===== src/rtl/sys_cmd_framer_if.sv =====
// Command, TX byte stream, RX byte strobe and response bundle for sys_cmd_framer.
// The master side is the host/requester; the slave side is the framer itself.
interface sys_cmd_framer_if #(
   parameter int DATA_WIDTH = 8,
   parameter int Addr_SIZE  = 4
);
   logic                    cmd_valid;
   logic                    cmd_ready;
   logic [1:0]              cmd_type;
   logic [Addr_SIZE-1:0]    cmd_addr;
   logic [DATA_WIDTH-1:0]   cmd_op_a;
   logic [DATA_WIDTH-1:0]   cmd_op_b;
   logic [3:0]              cmd_fun;
   logic [DATA_WIDTH-1:0]   tx_byte;
   logic                    tx_valid;
   logic                    tx_ready;
   logic [DATA_WIDTH-1:0]   rx_byte;
   logic                    rx_valid;
   logic [2*DATA_WIDTH-1:0] rsp_data;
   logic                    rsp_valid;
   logic                    rsp_err;

   modport master (
      output cmd_valid, cmd_type, cmd_addr, cmd_op_a, cmd_op_b, cmd_fun,
      output tx_ready, rx_byte, rx_valid,
      input  cmd_ready, tx_byte, tx_valid, rsp_data, rsp_valid, rsp_err
   );

   modport slave (
      input  cmd_valid, cmd_type, cmd_addr, cmd_op_a, cmd_op_b, cmd_fun,
      input  tx_ready, rx_byte, rx_valid,
      output cmd_ready, tx_byte, tx_valid, rsp_data, rsp_valid, rsp_err
   );
endinterface


===== src/rtl/sys_cmd_framer.sv =====
// Host-side command framer: serialises one command into a byte frame for the
// UART TX, then collects the response bytes from the UART RX or times out.
module sys_cmd_framer #(
   parameter int DATA_WIDTH  = 8,
   parameter int Addr_SIZE   = 4,
   parameter int TIMEOUT_CYC = 4095
) (
   input logic             CLK,
   input logic             RST,
   sys_cmd_framer_if.slave bus
);
   localparam int TW = $clog2(TIMEOUT_CYC + 1);
   localparam logic [TW-1:0]         TO_LAST = TW'(TIMEOUT_CYC - 1);
   localparam logic [DATA_WIDTH-1:0] HDR_WR  = DATA_WIDTH'(8'hAA);
   localparam logic [DATA_WIDTH-1:0] HDR_RD  = DATA_WIDTH'(8'hBB);
   localparam logic [DATA_WIDTH-1:0] HDR_ALU = DATA_WIDTH'(8'hCC);
   localparam logic [DATA_WIDTH-1:0] HDR_NOP = DATA_WIDTH'(8'hDD);

   typedef enum logic [1:0] {IDLE, SEND, WAIT_RSP} state_t;
   typedef enum logic [1:0] {RF_WR, RF_RD, ALU_W_OP, ALU_NO_OP} cmd_t;

   state_t                  state, state_nxt;
   cmd_t                    type_q;
   logic [Addr_SIZE-1:0]    addr_q;
   logic [DATA_WIDTH-1:0]   op_a_q, op_b_q;
   logic [3:0]              fun_q;
   logic [1:0]              idx_q;
   logic                    rx_cnt_q;
   logic [TW-1:0]           timer_q;
   logic [2*DATA_WIDTH-1:0] rsp_data_q;
   logic                    rsp_valid_q, rsp_err_q;

   logic [DATA_WIDTH-1:0]   frame_byte;
   logic [1:0]              last_idx;
   logic                    cmd_ready, tx_valid;
   logic [DATA_WIDTH-1:0]   tx_byte;
   logic                    tx_fire, last_tx, rx_take, last_rx, timed_out;

   assign tx_fire   = (state == SEND) && bus.tx_ready;
   assign last_tx   = (idx_q == last_idx);
   assign rx_take   = (state == WAIT_RSP) && bus.rx_valid;
   assign last_rx   = (type_q == RF_RD) || rx_cnt_q;
   // A byte arriving in the expiry cycle takes priority over the timeout.
   assign timed_out = (state == WAIT_RSP) && !bus.rx_valid && (timer_q >= TO_LAST);

   always_comb begin
      frame_byte = '0;
      last_idx   = 2'd1;
      case (type_q)
         RF_WR: begin
            last_idx = 2'd2;
            case (idx_q)
               2'd0:    frame_byte = HDR_WR;
               2'd1:    frame_byte = DATA_WIDTH'(addr_q);
               default: frame_byte = op_a_q;
            endcase
         end
         RF_RD:     frame_byte = (idx_q == 2'd0) ? HDR_RD : DATA_WIDTH'(addr_q);
         ALU_W_OP: begin
            last_idx = 2'd3;
            case (idx_q)
               2'd0:    frame_byte = HDR_ALU;
               2'd1:    frame_byte = op_a_q;
               2'd2:    frame_byte = op_b_q;
               default: frame_byte = DATA_WIDTH'(fun_q);
            endcase
         end
         default:   frame_byte = (idx_q == 2'd0) ? HDR_NOP : DATA_WIDTH'(fun_q);
      endcase
   end

   always_ff @(posedge CLK or negedge RST) begin
      if (!RST) state <= IDLE;
      else      state <= state_nxt;
   end

   always_comb begin
      state_nxt = state;
      cmd_ready = 1'b0;
      tx_valid  = 1'b0;
      tx_byte   = '0;
      case (state)
         IDLE: begin
            cmd_ready = 1'b1;
            if (bus.cmd_valid) state_nxt = SEND;
         end
         SEND: begin
            tx_valid = 1'b1;
            tx_byte  = frame_byte;
            if (tx_fire && last_tx) state_nxt = (type_q == RF_WR) ? IDLE : WAIT_RSP;
         end
         WAIT_RSP: begin
            if (rx_take ? last_rx : timed_out) state_nxt = IDLE;
         end
         default: state_nxt = IDLE;
      endcase
   end

   // timer_q counts cycles waited since the last restart, so the registered
   // timeout pulse lands TIMEOUT_CYC cycles after that restart.
   always_ff @(posedge CLK or negedge RST) begin
      if (!RST) begin
         type_q      <= RF_WR;
         addr_q      <= '0;
         op_a_q      <= '0;
         op_b_q      <= '0;
         fun_q       <= '0;
         idx_q       <= '0;
         rx_cnt_q    <= 1'b0;
         timer_q     <= '0;
         rsp_data_q  <= '0;
         rsp_valid_q <= 1'b0;
         rsp_err_q   <= 1'b0;
      end else begin
         rsp_valid_q <= 1'b0;
         rsp_err_q   <= 1'b0;
         case (state)
            IDLE: begin
               if (bus.cmd_valid) begin
                  type_q     <= cmd_t'(bus.cmd_type);
                  addr_q     <= bus.cmd_addr;
                  op_a_q     <= bus.cmd_op_a;
                  op_b_q     <= bus.cmd_op_b;
                  fun_q      <= bus.cmd_fun;
                  idx_q      <= '0;
                  rsp_data_q <= '0;
               end
            end
            SEND: begin
               if (tx_fire) begin
                  idx_q <= idx_q + 2'd1;
                  if (last_tx) begin
                     rx_cnt_q <= 1'b0;
                     timer_q  <= TW'(1);
                     if (type_q == RF_WR) rsp_valid_q <= 1'b1;
                  end
               end
            end
            WAIT_RSP: begin
               if (rx_take) begin
                  if (rx_cnt_q) rsp_data_q[2*DATA_WIDTH-1:DATA_WIDTH] <= bus.rx_byte;
                  else          rsp_data_q[DATA_WIDTH-1:0]            <= bus.rx_byte;
                  rx_cnt_q <= 1'b1;
                  timer_q  <= TW'(1);
                  if (last_rx) rsp_valid_q <= 1'b1;
               end else if (timed_out) begin
                  rsp_valid_q <= 1'b1;
                  rsp_err_q   <= 1'b1;
               end else begin
                  timer_q <= timer_q + TW'(1);
               end
            end
            default: ;
         endcase
      end
   end

   assign bus.cmd_ready = cmd_ready;
   assign bus.tx_valid  = tx_valid;
   assign bus.tx_byte   = tx_byte;
   assign bus.rsp_data  = rsp_data_q;
   assign bus.rsp_valid = rsp_valid_q;
   assign bus.rsp_err   = rsp_err_q;
endmodule


===== src/flat_wrapper.sv =====
// flat-port wrapper written by rule: the top's interface ports become plain ports
module sys_cmd_framer_flat 
#(
   parameter int DATA_WIDTH  = 8,
   parameter int Addr_SIZE   = 4,
   parameter int TIMEOUT_CYC = 4095
)
  (CLK, RST, bus_cmd_valid, bus_cmd_type, bus_cmd_addr, bus_cmd_op_a, bus_cmd_op_b, bus_cmd_fun, bus_tx_ready, bus_rx_byte, bus_rx_valid, bus_cmd_ready, bus_tx_byte, bus_tx_valid, bus_rsp_data, bus_rsp_valid, bus_rsp_err);
  sys_cmd_framer_if #(.DATA_WIDTH(DATA_WIDTH), .Addr_SIZE(Addr_SIZE)) bus_i ();
  input logic CLK;
  input logic RST;
  input wire logic [$bits(bus_i.cmd_valid)-1:0] bus_cmd_valid;
  input wire logic [$bits(bus_i.cmd_type)-1:0] bus_cmd_type;
  input wire logic [$bits(bus_i.cmd_addr)-1:0] bus_cmd_addr;
  input wire logic [$bits(bus_i.cmd_op_a)-1:0] bus_cmd_op_a;
  input wire logic [$bits(bus_i.cmd_op_b)-1:0] bus_cmd_op_b;
  input wire logic [$bits(bus_i.cmd_fun)-1:0] bus_cmd_fun;
  input wire logic [$bits(bus_i.tx_ready)-1:0] bus_tx_ready;
  input wire logic [$bits(bus_i.rx_byte)-1:0] bus_rx_byte;
  input wire logic [$bits(bus_i.rx_valid)-1:0] bus_rx_valid;
  output wire logic [$bits(bus_i.cmd_ready)-1:0] bus_cmd_ready;
  output wire logic [$bits(bus_i.tx_byte)-1:0] bus_tx_byte;
  output wire logic [$bits(bus_i.tx_valid)-1:0] bus_tx_valid;
  output wire logic [$bits(bus_i.rsp_data)-1:0] bus_rsp_data;
  output wire logic [$bits(bus_i.rsp_valid)-1:0] bus_rsp_valid;
  output wire logic [$bits(bus_i.rsp_err)-1:0] bus_rsp_err;
  assign bus_i.cmd_valid = bus_cmd_valid;
  assign bus_i.cmd_type = bus_cmd_type;
  assign bus_i.cmd_addr = bus_cmd_addr;
  assign bus_i.cmd_op_a = bus_cmd_op_a;
  assign bus_i.cmd_op_b = bus_cmd_op_b;
  assign bus_i.cmd_fun = bus_cmd_fun;
  assign bus_i.tx_ready = bus_tx_ready;
  assign bus_i.rx_byte = bus_rx_byte;
  assign bus_i.rx_valid = bus_rx_valid;
  assign bus_cmd_ready = bus_i.cmd_ready;
  assign bus_tx_byte = bus_i.tx_byte;
  assign bus_tx_valid = bus_i.tx_valid;
  assign bus_rsp_data = bus_i.rsp_data;
  assign bus_rsp_valid = bus_i.rsp_valid;
  assign bus_rsp_err = bus_i.rsp_err;
  sys_cmd_framer #(.DATA_WIDTH(DATA_WIDTH), .Addr_SIZE(Addr_SIZE), .TIMEOUT_CYC(TIMEOUT_CYC)) u_core (.CLK(CLK), .RST(RST), .bus(bus_i));
endmodule

===== config.mk =====
export PLATFORM = sky130hd
export DESIGN_NAME = sys_cmd_framer_flat
export DESIGN_NICKNAME = d
export VERILOG_FILES = /design/src/rtl/sys_cmd_framer_if.sv /design/src/rtl/sys_cmd_framer.sv /design/src/flat_wrapper.sv
export SDC_FILE = /design/constraint.sdc
export NUM_CORES = 1
export LEC_CHECK = 0
export BUFFER_PORTS_ARGS = -buffer_cell sky130_fd_sc_hd__buf_2
export CAP_MARGIN = 10
export CORE_UTILIZATION = 31
export DETAILED_ROUTE_END_ITERATION = 6
export SYNTH_ARGS = -nofsm -noshare
export SYNTH_HDL_FRONTEND = slang
export SYNTH_SLANG_ARGS = --single-unit

===== constraint.sdc =====
create_clock -name CLK -period 1.9 [get_ports CLK]
set_input_delay 0.19 -clock CLK [delete_from_list [all_inputs] [get_ports CLK]]
set_output_delay 0.19 -clock CLK [all_outputs]
set_load 0.02 [all_outputs]

==> results.yml, run 1 <==
floorplanning:
  die_y_microns: 105
  row_count: 37
  die_w_microns: 105
  coreArea_sq_um: 10300
  ios: 67
  dieArea_sq_um: 10900
  start_util_pct: 31.7
route:
  first_iter_violations: 103
  vias: 2916
  vias_per_cell: 5.00
  routedWlPerCell_microns: 14.9
  remaining_drc_errors: 0
  routed_wl_mm: 8.68
  postRouteAntennaNets: 0
  dr.pass1.iters: 4
power:
  power.density_nw_per_um2: 1600
  max-vdd-ir-drop_v: 0.000731
  power.leakage_uw: 0.00204
timing:
  hold_viol_final: 0
  tns_ns: -4.77
  holdWs_ns: 0.0826
  fin_worst_skew_ns: 0.0101
  period_share_pct: 117
  setup_violations: 23
  setup_ws_ns: -0.319
  max_slew_margin_pct: 71.8
  rsz0062_at_grt: "yes"
  fmax_ghz: 0.451
  finalMaxSlewViolations: 0
  period_needed_ns: 2.22
  worst_slew_pin_slew_ns: 0.417
critical_path:
  criticalPathCategory: "reg2out"
  crit_fanout: 6
  critPathLaunchType: "flip-flop"
  arrival_ns: 2.03
  cp-end-kind: "primary output"
  critPathRequiredTime_ns: 1.71
global_route:
  first_global_vias: 2892
  grt_first_pass_wirelength_mm: 14.0
  grt_usage_pct: 15.8
  antenna_found_initial: 0
  grt_max_degree: 62
  grt_use_met3_pct: 3.51
  gr-max-usage-layer: "met2"
  grtUsageMet2_pct: 27.0
  met1_usage_pct: 20.1
  grt.overflow.total: 0
yosys:
  yosys_register_bits: 61
  yosysWarnings: 0
  synth_ff_type: "dfrtp_1"
  synth_top_area_share_pct: 46.9
  synth_top_cells_by_area: "dfrtp_1, mux2_2, o21ai_0, nand2_1, ha_1"
  syn_inst: 335
  synth_cell_types: 47
  synth_edf_count: 0
  synth.avg_cell_area_sq_um: 9.73
  async_reset_ff_share_pct: 100
  syn-num-nets: 383
  synth_common_cells: "dfrtp_1, o21ai_0, nand2_1"
  synthMostInstantiatedCell: "dfrtp_1"
  yosys.area.top_type: "dfrtp_1"
  ys_seq_area_share_pct: 46.9
  netlist_area_sq_um: 3260
layout:
  multi_input_area_sq_um: 1840
  regArea_sq_um: 1530
  final_util_pct: 44.9
  synthToLayoutAreaGrowth_pct: 41.7
  fin_nets: 490
  drive_above_1_share_pct: 45.6
  diodes: 0
  n_fill_cell: 1020
  fin_area_sq_um: 4620
cts:
  cts_root_buf: "clkbuf_8"
  clk_pin_slew_ns: 0.08
  insertion_delay_ns: 0.34
  cts_tree: "done"
  numClockSinks: 61
  cts_inserted_buffers: 9
  htree_levels: 3
  clock_path_buffers: 2
placement:
  port_buffers: 66
  dpl_cell_area_sq_um: 4010
  hpwl_mm: 5.88
  gp_congestion: 0.807
flow_run:
  maxCapViolCount: 0
hold_path:
  hp-class: "in2reg"
outcome:
  violations: "setup timing"
  outcome: "finished, violations left"
final cells by class:
class	instances	area share, %
Multi-Input combinational cell	239	40.0
Sequential cell	61	33.1
Timing Repair Buffer	114	17.5
Tap cell	136	3.69
Clock buffer	11	3.06
Inverter	17	1.38
Clock inverter	5	1.30
power breakdown:
part | internal [uW] | switching [uW] | total [uW]
clock | 642 | 534 | 1180
sequential | 1770 | 379 | 2150
combinational | 1890 | 2150 | 4040
critical path, stage by stage (launching register included):
cell	delay (ns)
dfrtp_1	0.42
buf_6	0.14
ha_4	0.19
buf_6	0.14
buf_6	0.12
a22oi_2	0.14
o21ai_2	0.07
a211oi_2	0.23
nor3_2	0.08
buf_4	0.17
kinds of logic after synthesis:
kind of cell               synth area share (%)
DFF                                        46.9
muxes                                      9.64
and+or+nand+nor                            16.4
adders and majority gates                  3.46
buffers and inverters                      4.03
AOI/OAI and AO/OA                          19.6
registers in the layout, summed over array words and instances (netlist names):
signal and count:
u_core.addr_q 4, u_core.bus.rsp_data 16, u_core.bus.rsp_err 1, u_core.bus.rsp_valid 1, u_core.fun_q 4, u_core.idx_q 2, u_core.op_a_q 8, u_core.op_b_q 8
u_core.rx_cnt_q 1, u_core.state 2, u_core.timer_q 12, u_core.type_q 2
stage by stage:
step	power [uW]	setup WS (ns)	std cells
3_3_place_gp	5360	-0.0496	556
6_report	7360	-0.319	583
4_1_cts	7150	-0.315	582
5_1_grt	7860	-0.414	583
2_1_floorplan	4220	-0.0630	335
3_5_place_dp	5450	-0.102	556
final timing paths:
path	cells past startpoint	slack, ns	end	startpoint
worst max-delay path	9	-0.32	bus_tx_byte[0]	u_core.idx_q[0]$_DFFE_PN0P_
worst min register to register	2	0.48	u_core.bus.rsp_data[4]$_DFFE_PN0P_	u_core.bus.rsp_data[4]$_DFFE_PN0P_
worst min-delay path	2	0.08	u_core.op_a_q[6]$_DFFE_PN0P_	bus_cmd_op_a[6]
min in group asynchronous	3	0.39	u_core.op_b_q[7]$_DFFE_PN0P_	RST
max in group asynchronous	3	1.23	u_core.state[1]$_DFFE_PN0P_	RST
worst max register to register	7	-0.30	u_core.timer_q[7]$_DFFE_PN0P_	u_core.idx_q[0]$_DFFE_PN0P_
repair_timing:
item                                    in CTS  in global routing
endpoints found under the hold margin       61                  0
setup buffers                                8                  1
gates resized for setup                     53                 38
hold buffers                                 1                  0
pin swaps                                   26                 22
endpoints found under the setup margin      13                 24
gates cloned                                 1                  0
placed cells by master (no fill, tap or decap), types with 3 or more instances in the layout:
cell type,count
clkinvlp_4,4
o21ai_0,28
mux2_2,27
nand3_1,21
ha_4,4
nand2_1,30
buf_4,35
inv_1,14
o211ai_1,3
a31oi_1,6
buf_2,58
clkbuf_8,10
nor2_1,15
buf_6,17
nor3_2,5
dfrtp_1,61
a21oi_1,9
o21ai_2,6
o31ai_1,4
a211oi_2,3
inv_2,3
and3_1,5
ha_1,4
o21ai_1,6
a22oi_2,3
nand2b_1,5
nor2b_1,7
routing by layer:
| metal | vias to the layer above | part of all wire, % |
|---|---|---|
| met5 | - | 0 |
| met1 | 1408 | 45 |
| met3 | 6 | 3.7 |
| met2 | 71 | 50 |
| li1 | 1431 | - |
| met4 | 0 | 0.73 |
(Power assumes the default switching activity.)
==> run 2, diff against run 1 <==
--- a/config.mk
+++ b/config.mk
@@ -7,7 +7,7 @@
 export LEC_CHECK = 0
 export BUFFER_PORTS_ARGS = -buffer_cell sky130_fd_sc_hd__buf_2
 export CAP_MARGIN = 10
-export CORE_UTILIZATION = 31
+export CORE_UTILIZATION = 40
 export DETAILED_ROUTE_END_ITERATION = 6
 export SYNTH_ARGS = -nofsm -noshare
 export SYNTH_HDL_FRONTEND = slang
==> run 2 against run 1 <==
Against the previous run:
- the flow still finishes with violations (setup timing)
- global-route usage grew 4.8 points
- sequential share of layout area shrank 0.49 points
- clock-buffer cell count shrank 2
- clock power grew 11%
- sequential cell count is the same
- worst setup slack lost 0.0065 ns
- sequential power is essentially flat
- hold slack lost 0.015 ns
- wire length shrank 4.5%
- core utilization grew 15 points
- maximum frequency shrank 0.29%
- final area grew 1.5%
- largest cell class unchanged
==> results.yml, run 2 (synthesis results as in run 1) <==
outcome:
  violations: "setup timing"
  outcome: "finished, violations left"
route:
  remaining_drc_errors: 0
  routed-wl-met2_mm: 3.76
  top_layer_used: "met4"
  vias: 2937
  vias_per_cell: 5.28
  wl_met3_microns: 499
  routedLengthMet1_mm: 3.93
  first_iter_violations: 116
  routedWlPerCell_microns: 14.9
  dr.pass1.iters: 4
  postRouteAntennaNets: 0
  routed_wl_mm: 8.29
critical_path:
  criticalPathCategory: "reg2out"
  crit_fanout: 8
  ff2ff_setup_slack_ns: -0.32
  arrival_ns: 2.04
  worstRegToRegCells: 7
  cp-end-kind: "primary output"
  critPathLaunchType: "flip-flop"
  critPathRequiredTime_ns: 1.71
global_route:
  grt_usage_pct: 20.6
  grt_first_pass_wirelength_mm: 13.6
  grt.overflow.total: 0
  grt_max_degree: 62
  first_global_vias: 2831
  antenna_found_initial: 0
timing:
  finalMaxSlewViolations: 0
  tns_ns: -4.76
  max_slew_margin_pct: 75.2
  setup_violations: 23
  hold_viol_final: 0
  fmax_ghz: 0.449
  setup_ws_ns: -0.325
  period_needed_ns: 2.23
  worst_slew_pin_slew_ns: 0.371
  period_share_pct: 117
  rsz0062_at_grt: "yes"
  fin_worst_skew_ns: 0.00980
cts:
  clk_pin_slew_ns: 0.08
  numClockSinks: 61
  insertion_delay_ns: 0.35
  clock_path_buffers: 2
  cts_tree: "done"
  htree_levels: 3
  cts_root_buf: "clkbuf_8"
  cts_inserted_buffers: 9
layout:
  diodes: 0
  fin_nets: 497
  drive_above_1_share_pct: 48.0
  layout.cells.most_common: "dfrtp_1"
  largest_reg_flops: 16
  mostFrequentLayoutCells: "dfrtp_1, buf_2, buf_4, nand2_1, mux2_2"
  synthToLayoutAreaGrowth_pct: 43.8
  n_fill_cell: 691
power:
  power.total_uw: 7650
  power.leakage_uw: 0.00216
  power.density_nw_per_um2: 1630
  max-vdd-ir-drop_v: 0.000826
hold_path:
  hold_depth: 2
  hp-class: "in2reg"
placement:
  port_buffers: 66
  gp_congestion: 0.769
  hpwl_mm: 5.62
floorplanning:
  start_util_pct: 41.7
  coreArea_sq_um: 7810
  row_count: 32
  ios: 67
  die_y_microns: 92.3
  dieArea_sq_um: 8510
  die_w_microns: 92.3
flow_run:
  maxCapViolCount: 0
## run 2: power breakdown
| group | leakage (uW) | switching, uW | internal [uW] |
|---|---|---|---|
| Clock | 0.000110 | 561 | 744 |
| Combinational | 0.00127 | 2210 | 2020 |
| Sequential | 0.000782 | 351 | 1770 |
| Total | 0.00216 | 3120 | 4530 |
## run 2: layout make-up
class                           instances  area, sq um  area share [%]
Clock inverter                          7         98.8            2.11
Tap cell                              102          128            2.72
Inverter                               17         63.8            1.36
Clock buffer                            9          124            2.64
Multi-Input combinational cell        239         1870            40.0
Sequential cell                        61         1530            32.6
Timing Repair Buffer                  121          871            18.6
## run 2: through the flow
stage	worst slack (ns)	hold WS, ns	cell area (sq um)	std cells	util (%)
global placement	-0.0546	0.229	4020	528	51.4
finish	-0.325	0.0674	4690	556	60.0
CTS	-0.321	0.0545	4460	553	57.1
floorplan	-0.0630	-0.106	3280	335	-
detailed placement	-0.132	0.232	4020	528	51.4
global route	-0.417	0.0519	4690	556	60.0
## run 2: path summary, 6_finish.rpt
check                                                         from                            endpoint
worst max-delay path                   u_core.idx_q[0]$_DFFE_PN0P_                      bus_tx_byte[3]
worst min-delay path                               bus_cmd_op_a[1]        u_core.op_a_q[1]$_DFFE_PN0P_
worst max register to register         u_core.idx_q[0]$_DFFE_PN0P_       u_core.timer_q[7]$_DFFE_PN0P_
worst min register to register  u_core.bus.rsp_data[1]$_DFFE_PN0P_  u_core.bus.rsp_data[1]$_DFFE_PN0P_
max in group asynchronous                                      RST       u_core.timer_q[0]$_DFFE_PN0P_
min in group asynchronous                                      RST       u_core.timer_q[3]$_DFFE_PN0P_
## run 2: routing by layer
layer / up-vias / global-route usage, %
li1: 1450 / -
met1: 1406 / 28.6
met2: 72 / 30.3
met3: 9 / 5.72
met4: 0 / 7.94
met5: - / 0
## run 2: worst max-delay path, stage by stage (launching register included)
cell,delay (ns)
dfrtp_1,0.41
buf_6,0.14
ha_4,0.20
buf_4,0.16
a2111oi_4,0.32
a21oi_2,0.06
o221a_2,0.28
buf_6,0.13
## run 2: repair_timing
action                                  4_1_cts  5_1_grt
hold endpoints to repair                     61        0
endpoints found under the setup margin       15       29
resized for setup                            51       42
buffers inserted                              8        3
cloned                                        0        1
hold buffers                                  1        0
pin swaps                                    14       18
==> run 3, diff against run 2 <==
--- a/config.mk
+++ b/config.mk
@@ -9,6 +9,7 @@
 export CAP_MARGIN = 10
 export CORE_UTILIZATION = 40
 export DETAILED_ROUTE_END_ITERATION = 6
+export HOLD_SLACK_MARGIN = 0.15
 export SYNTH_ARGS = -nofsm -noshare
 export SYNTH_HDL_FRONTEND = slang
 export SYNTH_SLANG_ARGS = --single-unit
==> run 3 against run 2 <==
Against the previous run:
- the run still ends with setup timing left
- final area is 7.4% higher
- sequential share of layout area is 2.2 points lower
- hold slack better by 0.13 ns
- sequential cell count stayed put
- via count is 4.6% higher
- clock-buffer cell count stayed put
- register-to-register slack hardly changed
- die area stayed put
- wire length is 7.2% higher
- non-clock buffer count is 34 higher
- sequential power hardly changed
- critical endpoint unchanged
==> results.yml, run 3 (synthesis results as in run 1) <==
outcome:
  outcome: "finished, violations left"
  violations: "setup timing"
route:
  vias: 3072
  dr.pass1.iters: 4
  routedLengthMet1_mm: 4.22
  postRouteAntennaNets: 0
  routed_wl_mm: 8.89
  wl_met3_microns: 350
  routed-wl-met2_mm: 4.21
  first_iter_violations: 163
  top_layer_used: "met4"
  vias_per_cell: 5.21
  remaining_drc_errors: 0
  routedWlPerCell_microns: 15.1
timing:
  setup_ws_ns: -0.324
  fmax_ghz: 0.450
  holdWs_ns: 0.195
  worst_slew_pin_slew_ns: 0.371
  finalMaxSlewViolations: 0
  setup_violations: 23
  tns_ns: -4.70
  max_slew_margin_pct: 75.3
  period_needed_ns: 2.22
  period_share_pct: 117
  rsz0062_at_grt: "yes"
  fin_worst_skew_ns: 0.00967
  hold_viol_final: 0
layout:
  diodes: 0
  drive_above_1_share_pct: 44.9
  mostFrequentLayoutCells: "dfrtp_1, buf_2, buf_4, dlygate4sd3_1, nand2_1"
  instances_no_fill: 590
  fin_nets: 531
  n_fill_cell: 652
  largest_reg_flops: 16
  final_util_pct: 64.4
  layout.cells.most_common: "dfrtp_1"
  synthToLayoutAreaGrowth_pct: 54.4
flow_run:
  maxCapViolCount: 0
placement:
  hpwl_mm: 5.62
  dp_slack_ns: -0.132
  gp_congestion: 0.769
  port_buffers: 66
  dp.cells: 528
critical_path:
  worstRegToRegCells: 7
  cp-end-kind: "primary output"
  ff2ff_setup_slack_ns: -0.32
  critPathLaunchType: "flip-flop"
  arrival_ns: 2.03
  crit_fanout: 8
  critPathRequiredTime_ns: 1.71
  criticalPathCategory: "reg2out"
  r2r_end: "u_core.timer_q[7]$_DFFE_PN0P_"
  r2r-start: "u_core.idx_q[0]$_DFFE_PN0P_"
global_route:
  grt_max_degree: 62
  grt.overflow.total: 0
  grt_first_pass_wirelength_mm: 14.3
  antenna_found_initial: 0
  first_global_vias: 3028
  grt_usage_pct: 21.7
power:
  power.leakage_uw: 0.00230
  power.density_nw_per_um2: 1540
  max-vdd-ir-drop_v: 0.000835
floorplanning:
  coreArea_sq_um: 7810
  die_y_microns: 92.3
  die_w_microns: 92.3
  dieArea_sq_um: 8510
  start_util_pct: 41.7
  row_count: 32
  ios: 67
cts:
  cts_root_buf: "clkbuf_8"
  clock_path_buffers: 2
  cts_inserted_buffers: 9
  numClockSinks: 61
  cts_tree: "done"
  htree_levels: 3
  clk_pin_slew_ns: 0.07
  insertion_delay_ns: 0.35
hold_path:
  holdPathEnd: "u_core.state[0]$_DFFE_PN0P_"
  hp-class: "in2reg"
  hold_start: "bus_cmd_valid"
  hold_depth: 3
## run 3: cell types whose count changed in the layout (fill, tap and decap cells not counted), sizes merged
cell	previous run	this run
dlygate4sd3	1	35
## run 3: timing repair
action	4_1_cts	5_1_grt
endpoints found under the hold margin	103	0
setup buffers	8	3
hold buffers	35	0
pin swaps	14	18
gates cloned	0	1
setup endpoints to repair	15	29
resized for setup	51	43
## run 3: worst max path at each step
stage,start,to
floorplan,u_core.idx_q[0]$_DFFE_PN0P_,u_core.timer_q[10]$_DFFE_PN0P_
global placement,u_core.idx_q[0]$_DFFE_PN0P_,bus_tx_byte[3]
detailed placement,u_core.idx_q[1]$_DFFE_PN0P_,bus_tx_byte[1]
CTS,u_core.idx_q[0]$_DFFE_PN0P_,bus_tx_byte[1]
global route,u_core.idx_q[0]$_DFFE_PN0P_,bus_tx_byte[3]
finish,u_core.idx_q[0]$_DFFE_PN0P_,bus_tx_byte[3]
## run 3: worst max-delay path: stages, from the launching register on
cell and delay (ns):
dfrtp_1 0.41, buf_6 0.14, ha_4 0.20, buf_4 0.16
a2111oi_4 0.32, a21oi_2 0.06, o221a_2 0.28, buf_6 0.13
## run 3: metal layers
metal	vias to the layer above	GRT usage (%)
met2	67	33.8
met1	1476	29.5
li1	1519	-
met5	-	0
met4	0	7.55
met3	10	5.06
## run 3: power breakdown
| part | internal, uW | switching, uW | total [uW] |
|---|---|---|---|
| Clock | 744 | 555 | 1300 |
| Combinational | 2070 | 2240 | 4310 |
| Sequential | 1770 | 362 | 2130 |
## run 3: area by class of cell
type	count	area (sq um)	share of cell area (%)
Inverter	17	63.8	1.27
Multi-Input combinational cell	239	1880	37.4
Clock buffer	9	124	2.46
Timing Repair Buffer	155	1210	24.1
Sequential cell	61	1530	30.3
Tap cell	102	128	2.54
Clock inverter	7	98.8	1.96
## run 3: through the flow
stage / cell area, sq um / total power, uW
6_report: 5030 / 7740
2_1_floorplan: 3280 / 4220
4_1_cts: 4800 / 7310
5_1_grt: 5030 / 8260
3_3_place_gp: 4020 / 5420
3_5_place_dp: 4020 / 5470
